--- src/rtl/multicycle_control_unit.sv ---
// multicycle_control_unit
// FSM control unit that takes one instruction at a time over a valid/ready
// handshake and walks it through DECODE, EXEC, MEM and WB. It drives the
// register file, the ALU and a variable-latency data memory (req/ack).
// Optional build macro MULTICYCLE_CU_PERF_EN adds the cycle_cnt/retire_cnt
// performance counters. The default build leaves them out.
//
// state    | meaning
// ---------+----------------------------------------------------------
// S_IDLE   | ready for an instruction; the only state with busy=0
// S_DECODE | register read data valid; operands latched
// S_EXEC   | ALU operands presented, branch/jump resolved, ALU result latched
// S_MEM    | data-memory request held until ack or timeout
// S_WB     | one-cycle register write-back and retire

module multicycle_control_unit #(
    parameter int DATA_W       = 32,
    parameter int OPC_W        = 6,
    parameter int SIGN_EXT_IMM = 1,
    parameter int MEM_TIMEOUT  = 0
) (
    input  logic              clk,
    input  logic              rst,
    input  logic              instr_valid,
    output logic              instr_ready,
    input  logic [31:0]       instruction,
    output logic [4:0]        rs_addr,
    output logic [4:0]        rt_addr,
    output logic [4:0]        rd_addr,
    input  logic [DATA_W-1:0] regin1,
    input  logic [DATA_W-1:0] regin2,
    input  logic [DATA_W-1:0] aluin,
    output logic [OPC_W-1:0]  alu_op,
    output logic [DATA_W-1:0] aluout1,
    output logic [DATA_W-1:0] aluout2,
    output logic              branch,
    output logic [DATA_W-1:0] offset,
    output logic              write_enable,
    output logic [DATA_W-1:0] regout,
    output logic              dm_req,
    output logic              dm_we,
    output logic [DATA_W-1:0] dm_addr,
    output logic [DATA_W-1:0] dm_wdata,
    input  logic [DATA_W-1:0] dm_rdata,
    input  logic              dm_ack,
    output logic              busy,
    output logic              err,
    output logic              retire
`ifdef MULTICYCLE_CU_PERF_EN
    ,
    output logic [31:0]       cycle_cnt,
    output logic [31:0]       retire_cnt
`endif
);

    typedef enum logic [2:0] {
        S_IDLE,
        S_DECODE,
        S_EXEC,
        S_MEM,
        S_WB
    } state_t;

    // The wait timer counts down from MEM_TIMEOUT-1 so that terminal count
    // (zero) lines up with the MEM_TIMEOUT-th cycle spent in MEM.
    localparam int TW = (MEM_TIMEOUT > 2) ? $clog2(MEM_TIMEOUT) : 1;
    localparam logic [TW-1:0] WAIT_INIT = TW'((MEM_TIMEOUT > 0) ? MEM_TIMEOUT - 1 : 0);

    state_t              state_q, state_d;
    logic [31:0]         instr_q;
    logic [DATA_W-1:0]   op1_q, op2_q, alu_q, mem_q;
    logic [TW-1:0]       wait_q;

    logic [31:0]         opc;
    logic [DATA_W-1:0]   imm_sext, imm_zext, imm_alu, jmp_target;
    logic                is_imm, is_load, is_store, is_mem, is_br, is_br_retire;
    logic                timeout_hit;

    assign rs_addr = instr_q[25:21];
    assign rt_addr = instr_q[20:16];
    assign rd_addr = instr_q[15:11];
    assign alu_op  = instr_q[31:32-OPC_W];
    assign opc     = 32'(alu_op);

    assign imm_sext   = {{(DATA_W-16){instr_q[15]}}, instr_q[15:0]};
    assign imm_zext   = {{(DATA_W-16){1'b0}}, instr_q[15:0]};
    // Opcode 24 (upper/logical immediate) always takes the raw bit pattern.
    assign imm_alu    = (SIGN_EXT_IMM != 0 && opc != 32'd24) ? imm_sext : imm_zext;
    assign jmp_target = {{(DATA_W-26){1'b0}}, instr_q[25:0]};

    assign is_imm       = (opc == 32'd4)  || (opc == 32'd5)  || (opc == 32'd8) ||
                          (opc == 32'd9)  || (opc == 32'd10) || (opc == 32'd11) ||
                          (opc == 32'd24);
    assign is_load      = (opc == 32'd12);
    assign is_store     = (opc == 32'd13);
    assign is_mem       = is_load || is_store;
    assign is_br        = (opc >= 32'd14) && (opc <= 32'd22);
    // Opcode 22 (link jump) redirects but still needs a write-back.
    assign is_br_retire = (opc >= 32'd14) && (opc <= 32'd21);

    assign timeout_hit  = (MEM_TIMEOUT > 0) && (wait_q == '0);

    assign aluout1 = op1_q;
    assign aluout2 = is_imm ? imm_alu : op2_q;

    // Redirect target selection by branch/jump flavour.
    always_comb begin
        offset = '0;
        if (opc == 32'd20 || opc == 32'd22) begin
            offset = jmp_target;
        end else if (opc == 32'd21) begin
            offset = op1_q;
        end else if (opc >= 32'd14 && opc <= 32'd19) begin
            offset = imm_sext;
        end
    end

    // State register.
    always_ff @(posedge clk or posedge rst) begin
        if (rst) begin
            state_q <= S_IDLE;
        end else begin
            state_q <= state_d;
        end
    end

    // Next-state and control outputs.
    always_comb begin
        state_d      = state_q;
        instr_ready  = 1'b0;
        busy         = 1'b1;
        branch       = 1'b0;
        write_enable = 1'b0;
        regout       = '0;
        dm_req       = 1'b0;
        dm_we        = 1'b0;
        dm_addr      = '0;
        dm_wdata     = '0;
        err          = 1'b0;
        retire       = 1'b0;
        case (state_q)
            S_IDLE: begin
                instr_ready = 1'b1;
                busy        = 1'b0;
                if (instr_valid) begin
                    state_d = S_DECODE;
                end
            end
            S_DECODE: begin
                state_d = S_EXEC;
            end
            S_EXEC: begin
                branch = is_br;
                if (is_mem) begin
                    state_d = S_MEM;
                end else if (is_br_retire) begin
                    retire  = 1'b1;
                    state_d = S_IDLE;
                end else begin
                    state_d = S_WB;
                end
            end
            S_MEM: begin
                dm_req   = 1'b1;
                dm_we    = is_store;
                dm_addr  = is_store ? (op2_q + imm_sext) : (op1_q + imm_sext);
                dm_wdata = is_store ? op1_q : '0;
                // An ack in the timeout cycle still completes the access.
                if (dm_ack) begin
                    if (is_store) begin
                        retire  = 1'b1;
                        state_d = S_IDLE;
                    end else begin
                        state_d = S_WB;
                    end
                end else if (timeout_hit) begin
                    err     = 1'b1;
                    state_d = S_IDLE;
                end
            end
            S_WB: begin
                write_enable = 1'b1;
                regout       = is_load ? mem_q : alu_q;
                retire       = 1'b1;
                state_d      = S_IDLE;
            end
            default: begin
                state_d = S_IDLE;
            end
        endcase
    end

    // Instruction, operand, result and wait-timer registers.
    always_ff @(posedge clk or posedge rst) begin
        if (rst) begin
            instr_q <= '0;
            op1_q   <= '0;
            op2_q   <= '0;
            alu_q   <= '0;
            mem_q   <= '0;
            wait_q  <= '0;
        end else begin
            if (state_q == S_IDLE && instr_valid) begin
                instr_q <= instruction;
            end
            if (state_q == S_DECODE) begin
                op1_q <= regin1;
                op2_q <= regin2;
            end
            if (state_q == S_EXEC) begin
                alu_q  <= aluin;
                wait_q <= WAIT_INIT;
            end
            if (state_q == S_MEM) begin
                if (dm_ack && is_load) begin
                    mem_q <= dm_rdata;
                end else if (wait_q != '0) begin
                    wait_q <= wait_q - 1'b1;
                end
            end
        end
    end

`ifdef MULTICYCLE_CU_PERF_EN
    // Busy-cycle and retired-instruction counters, free-running and wrapping.
    always_ff @(posedge clk or posedge rst) begin
        if (rst) begin
            cycle_cnt  <= '0;
            retire_cnt <= '0;
        end else begin
            if (busy) begin
                cycle_cnt <= cycle_cnt + 32'd1;
            end
            if (retire) begin
                retire_cnt <= retire_cnt + 32'd1;
            end
        end
    end
`endif

endmodule
--- config.mk ---
export PLATFORM = sky130hd
export DESIGN_NAME = multicycle_control_unit
export DESIGN_NICKNAME = d
export VERILOG_FILES = /design/src/rtl/multicycle_control_unit.sv
export SDC_FILE = /design/constraint.sdc
export NUM_CORES = 1
export LEC_CHECK = 0
export CAP_MARGIN = 20
export CORE_AREA = 2 2 148 150
export CTS_CLUSTER_DIAMETER = 100
export DETAILED_ROUTE_END_ITERATION = 10
export DIE_AREA = 0 0 150 152
export PLACE_DENSITY_LB_ADDON = 0.05
export SLEW_MARGIN = 30
export SYNTH_ARGS = -nofsm -noshare
export SYNTH_HDL_FRONTEND = slang
export SYNTH_SLANG_ARGS = --single-unit
--- constraint.sdc ---
create_clock -name clk -period 11.1 [get_ports clk]
set_input_delay 2.22 -clock clk [delete_from_list [all_inputs] [get_ports clk]]
set_output_delay 2.22 -clock clk [all_outputs]
set_load 0.01 [all_outputs]
==> flow_summary.html <==
<table>
<tr><th>Metric</th><th>Value</th></tr>
<tr><th colspan="2">Timing</th></tr>
<tr><td>Final hold vios</td><td>0</td></tr>
<tr><td>Final setup violation count</td><td>0</td></tr>
<tr><td>Setup repair after global routing missed its margin</td><td>false</td></tr>
<tr><td>Final count of pins violating max slew</td><td>0</td></tr>
<tr><td>Post-Route Skew</td><td>0.0160 ns</td></tr>
<tr><td>Worst hold-check slack</td><td>0.480 ns</td></tr>
<tr><td>Fin crit share</td><td>67.6%</td></tr>
<tr><td>Highest clock rate</td><td>133 MHz</td></tr>
<tr><td>Summed negative setup slack over all endpoints</td><td>0 ns</td></tr>
<tr><td>Final critical delay including setup and external delays</td><td>7.50 ns</td></tr>
<tr><td>Max transition margin</td><td>34.8%</td></tr>
<tr><td>Transition at the pin with the smallest max-transition slack</td><td>0.978 ns</td></tr>
<tr><th colspan="2">Power</th></tr>
<tr><td>Worst IR Drop VDD</td><td>0.000206 V</td></tr>
<tr><td>Cell internal power dissipation</td><td>2.58 mW</td></tr>
<tr><td>Switching share of power</td><td>43.3%</td></tr>
<tr><td>Leakage power</td><td>6.34 nW</td></tr>
<tr><td>Part of the total power dissipated in the clock network</td><td>13.1%</td></tr>
<tr><td>Portion of total power attributed to sequential cells</td><td>25.8%</td></tr>
<tr><td>Power density normalized to cell area</td><td>312 nW/um^2</td></tr>
<tr><td>Power, Total</td><td>4.55 mW</td></tr>
<tr><td>Logic gate share of total power</td><td>61.1%</td></tr>
<tr><td>Net switching power figure</td><td>1.97 mW</td></tr>
<tr><th colspan="2">Clock network</th></tr>
<tr><td>Clock insertion delay at the later pin of the skew report</td><td>0.44 ns</td></tr>
<tr><td>CTS sink cnt</td><td>163</td></tr>
<tr><td>Post-cts hold buffer count</td><td>0</td></tr>
<tr><td>Clk slew on worst S/H paths</td><td>0.08 ns</td></tr>
<tr><td>Buffers inserted by post-CTS timing repair</td><td>0</td></tr>
<tr><td>CTS Root Buffer Type</td><td>clkbuf_16</td></tr>
<tr><td>Maximum number of buffers from clock root to sink</td><td>2</td></tr>
<tr><td>Clock tree from TritonCTS</td><td>yes</td></tr>
<tr><td>Number of levels in the clock H-tree</td><td>4</td></tr>
<tr><td>Post-cts gate resize count</td><td>0</td></tr>
<tr><td>CTS buffer count</td><td>17</td></tr>
<tr><th colspan="2">Yosys</th></tr>
<tr><td>Cell Area, Synth</td><td>10000 sq um</td></tr>
<tr><td>Portion of the post-synthesis area used by sequential elements</td><td>40.8%</td></tr>
<tr><td>Cells after synthesis</td><td>1011</td></tr>
<tr><td>Count of synthesis-stage warnings from yosys</td><td>0</td></tr>
<tr><td>Mean cell area of the mapped netlist</td><td>9.90 sq um</td></tr>
<tr><td>Number of different library cells in the post-synthesis netlist</td><td>69</td></tr>
<tr><td>Async set or reset register ratio after synthesis</td><td>100%</td></tr>
<tr><td>Number of flops mapped to enable cells by yosys</td><td>0</td></tr>
<tr><td>Most used flip-flop cell after synthesis</td><td>dfrtp_1</td></tr>
<tr><td>Syn nets</td><td>1214</td></tr>
<tr><td>FF+latch count, synth</td><td>163</td></tr>
<tr><th colspan="2">Final layout</th></tr>
<tr><td>Final core utilization</td><td>68.3%</td></tr>
<tr><td>Layout cells sized above 1</td><td>17.7%</td></tr>
<tr><td>Layout Cells excl Fill</td><td>1650</td></tr>
<tr><td>Area occupied by registers</td><td>4080 sq um</td></tr>
<tr><td>Final layout net count</td><td>1559</td></tr>
<tr><td>Fill cell total of the finished layout</td><td>1731</td></tr>
<tr><td>Area of the multi-input gates</td><td>5580 sq um</td></tr>
<tr><td>Post-synthesis to final-layout area growth</td><td>45.7%</td></tr>
<tr><th colspan="2">Die</th></tr>
<tr><td>Count of standard-cell rows</td><td>54</td></tr>
<tr><td>Die Wd</td><td>150 microns</td></tr>
<tr><td>Count of boundary I/O pins</td><td>385</td></tr>
<tr><td>Vertical die dimension</td><td>152 microns</td></tr>
<tr><td>Initial Util</td><td>46.9%</td></tr>
<tr><td>Floorplan die area</td><td>22800 sq um</td></tr>
<tr><td>Floorplan core area</td><td>21400 sq um</td></tr>
<tr><th colspan="2">Placement</th></tr>
<tr><td>Number of buffer cells added on primary ports</td><td>383</td></tr>
<tr><td>HPWL after DPL</td><td>24.7 mm</td></tr>
<tr><td>Final estimated routing congestion in global placement</td><td>0.893</td></tr>
<tr><td>Number of placed cells counting well taps</td><td>1617</td></tr>
<tr><th colspan="2">Worst setup path</th></tr>
<tr><td>Cells along the critical path</td><td>nand2b_1 &gt; nor3_4 &gt; nand2_2 &gt; mux2_2 &gt; ha_1 &gt; a21o_1 &gt; a311oi_1 &gt; o41ai_1 &gt; a32oi_1 &gt; a31oi_1 &gt; nor3_1 &gt; nor3_1 &gt; clkdlybuf4s50_1</td></tr>
<tr><td>Endpoint required time on the critical path</td><td>8.88 ns</td></tr>
<tr><td>Cell seen most often among critical-path stages</td><td>nor3_1</td></tr>
<tr><td>Register-to-register setup slack</td><td>8.18 ns</td></tr>
<tr><td>Crit path launch</td><td>instr_q[31]</td></tr>
<tr><td>CP max FO</td><td>34</td></tr>
<tr><td>Arrival time at the worst endpoint</td><td>5.28 ns</td></tr>
<tr><td>Critical path class</td><td>register to output port</td></tr>
<tr><td>Kind of capture point of the worst setup path</td><td>output port</td></tr>
<tr><td>Reg2Reg Capture Point</td><td>mem_q[0]</td></tr>
<tr><td>R2r worst-path depth</td><td>6</td></tr>
<tr><td>Largest stage delay on the critical path</td><td>0.59 ns</td></tr>
<tr><td>Launch instance of the worst register-to-register path</td><td>instr_q[30]</td></tr>
<tr><td>Type of element launching the critical path</td><td>register</td></tr>
<tr><td>Max stage delay cell, worst path</td><td>clkdlybuf4s50_1</td></tr>
<tr><th colspan="2">Worst hold path</th></tr>
<tr><td>Kind of path behind the tightest hold check</td><td>register to register</td></tr>
<tr><td>Startpoint of the tightest hold check path</td><td>alu_q[8]</td></tr>
<tr><td>Worst-case hold path end point</td><td>alu_q[8]</td></tr>
<tr><td>Count of cells along the worst hold path</td><td>2</td></tr>
<tr><th colspan="2">Global routing</th></tr>
<tr><td>Vias in the first global route</td><td>9161</td></tr>
<tr><td>GR Overflow Total</td><td>0</td></tr>
<tr><td>Pin count of the biggest net entering global routing</td><td>92</td></tr>
<tr><td>Initial antenna violation count</td><td>0</td></tr>
<tr><td>First-pass GRT wire length</td><td>52.6 mm</td></tr>
<tr><td>Total global routing track utilization</td><td>29.7%</td></tr>
<tr><th colspan="2">Routing</th></tr>
<tr><td>Routed WL</td><td>33.9 mm</td></tr>
<tr><td>Average wire per cell in the routed design</td><td>20.6 microns</td></tr>
<tr><td>Pre-antenna DRT Iters</td><td>5</td></tr>
<tr><td>Vias after detailed routing</td><td>9095</td></tr>
<tr><td>Avg Vias per Cell</td><td>5.51</td></tr>
<tr><td>DRT antenna net count</td><td>0</td></tr>
<tr><td>Detailed router's first-iteration violation count</td><td>503</td></tr>
<tr><td>Drc violations</td><td>0</td></tr>
<tr><th colspan="2">Flow run</th></tr>
<tr><td>Max-capacitance violation count</td><td>0</td></tr>
<tr><th colspan="2">Status</th></tr>
<tr><td>Run status</td><td>complete, no violations</td></tr>
</table>
[cells in the final DEF (no fill, tap or decap), types with 12 or more instances in the layout]
master	instances
clkbuf_16	17
a22o_1	16
clkdlybuf4s50_1	383
and2_1	37
mux2_2	171
a21o_1	38
ha_1	38
nor2_1	42
dfrtp_1	163
a221o_1	12
nor3_1	16
buf_4	12
nand2_1	190
a21oi_1	65
[layer usage]
layer / vias up / GRT usage [%] / part of all wire, %
met1: 4463 / 36.9 / 41
li1: 4256 / - / -
met3: 50 / 8.47 / 7.6
met2: 326 / 49.9 / 49
met4: 0 / 9.07 / 2.6
met5: - / 0 / 0
[cells in the mapped netlist (9+ instances only)]
library cell | n | area [sq um]
nand2_1 | 190 | 713
buf_2 | 29 | 145
a221o_1 | 12 | 120
inv_1 | 11 | 41.3
ha_1 | 38 | 475
dfrtp_1 | 163 | 4080
nor3_1 | 16 | 80.1
nor2_1 | 43 | 161
a22o_1 | 16 | 140
a21o_1 | 38 | 285
clkbuf_1 | 32 | 120
and2_1 | 38 | 238
o21ai_0 | 11 | 55.1
a21oi_1 | 66 | 330
mux2_2 | 171 | 1930
xnor2_1 | 9 | 78.8
xor2_1 | 11 | 96.3
buf_4 | 9 | 67.6
nand4_1 | 10 | 62.6
[state kept, by name, summed over array words and instances, names as in the netlist]
register,count
alu_q,32
aluout1,32
instr_q,32
mem_q,32
op2_q,32
state_q,3
[final cells by class]
cell class              count  share of cell area [%]
repair buffers            396                    27.0
well taps                 280                    2.40
diodes                      1                  0.0172
flip-flops and latches    163                    28.0
clock buffers              18                    3.01
clock inverters            14                    1.05
multi-input cells         766                    38.2
inverters                  12                   0.343
[worst max-delay path by stage]
stage                        endpoint  slack, ns  cells after the start
final                     dm_addr[25]       3.60                     13
after global routing      dm_addr[25]       3.23                     13
after global placement    dm_addr[25]       4.19                     13
after floorplan              alu_q[0]       4.48                      1
after CTS                 dm_addr[25]       3.62                     13
after detailed placement  dm_addr[25]       4.09                     13
[critical path, delay by kind of cell (launching register included)]
family	cells	cell delay (ns)
muxes	1	0.52
DFF	1	0.47
and+or+nand+nor	5	1.51
adders and majority gates	1	0.47
AOI/OAI and AO/OA	5	1.27
buffers and inverters	1	0.59
[cell families (layout without fill, tap and decap cells)]
kind of cell / after synthesis / count (layout) / share of synthesized area, %
buf+inv: 82 / 440 / 3.77
mux: 177 / 177 / 19.9
other cells: 1 / 2 / 0.0375
simple gates: 340 / 340 / 15.7
compound gates: 189 / 189 / 13.2
fa+ha+maj: 39 / 39 / 4.95
xor+xnor: 20 / 20 / 1.75
flops: 163 / 163 / 40.7
[per-stage QoR]
step | cell area [sq um] | setup slack, ns
finish | 14600 | 3.60
global route | 14600 | 3.23
CTS | 14600 | 3.62
detailed placement | 14000 | 4.09
global placement | 14000 | 4.19
floorplan | 10000 | 4.48
[power groups by stage]
stage	sequential (mW)	combinational, mW	clock (mW)
after floorplan	1.07	1.76	0
after global placement	1.17	2.73	0
after detailed placement	1.18	2.75	0
after CTS	1.17	2.78	0.608
after global routing	1.21	3.02	0.633
final	1.17	2.78	0.598
No activity file was read; power rests on OpenSTA's default activity.
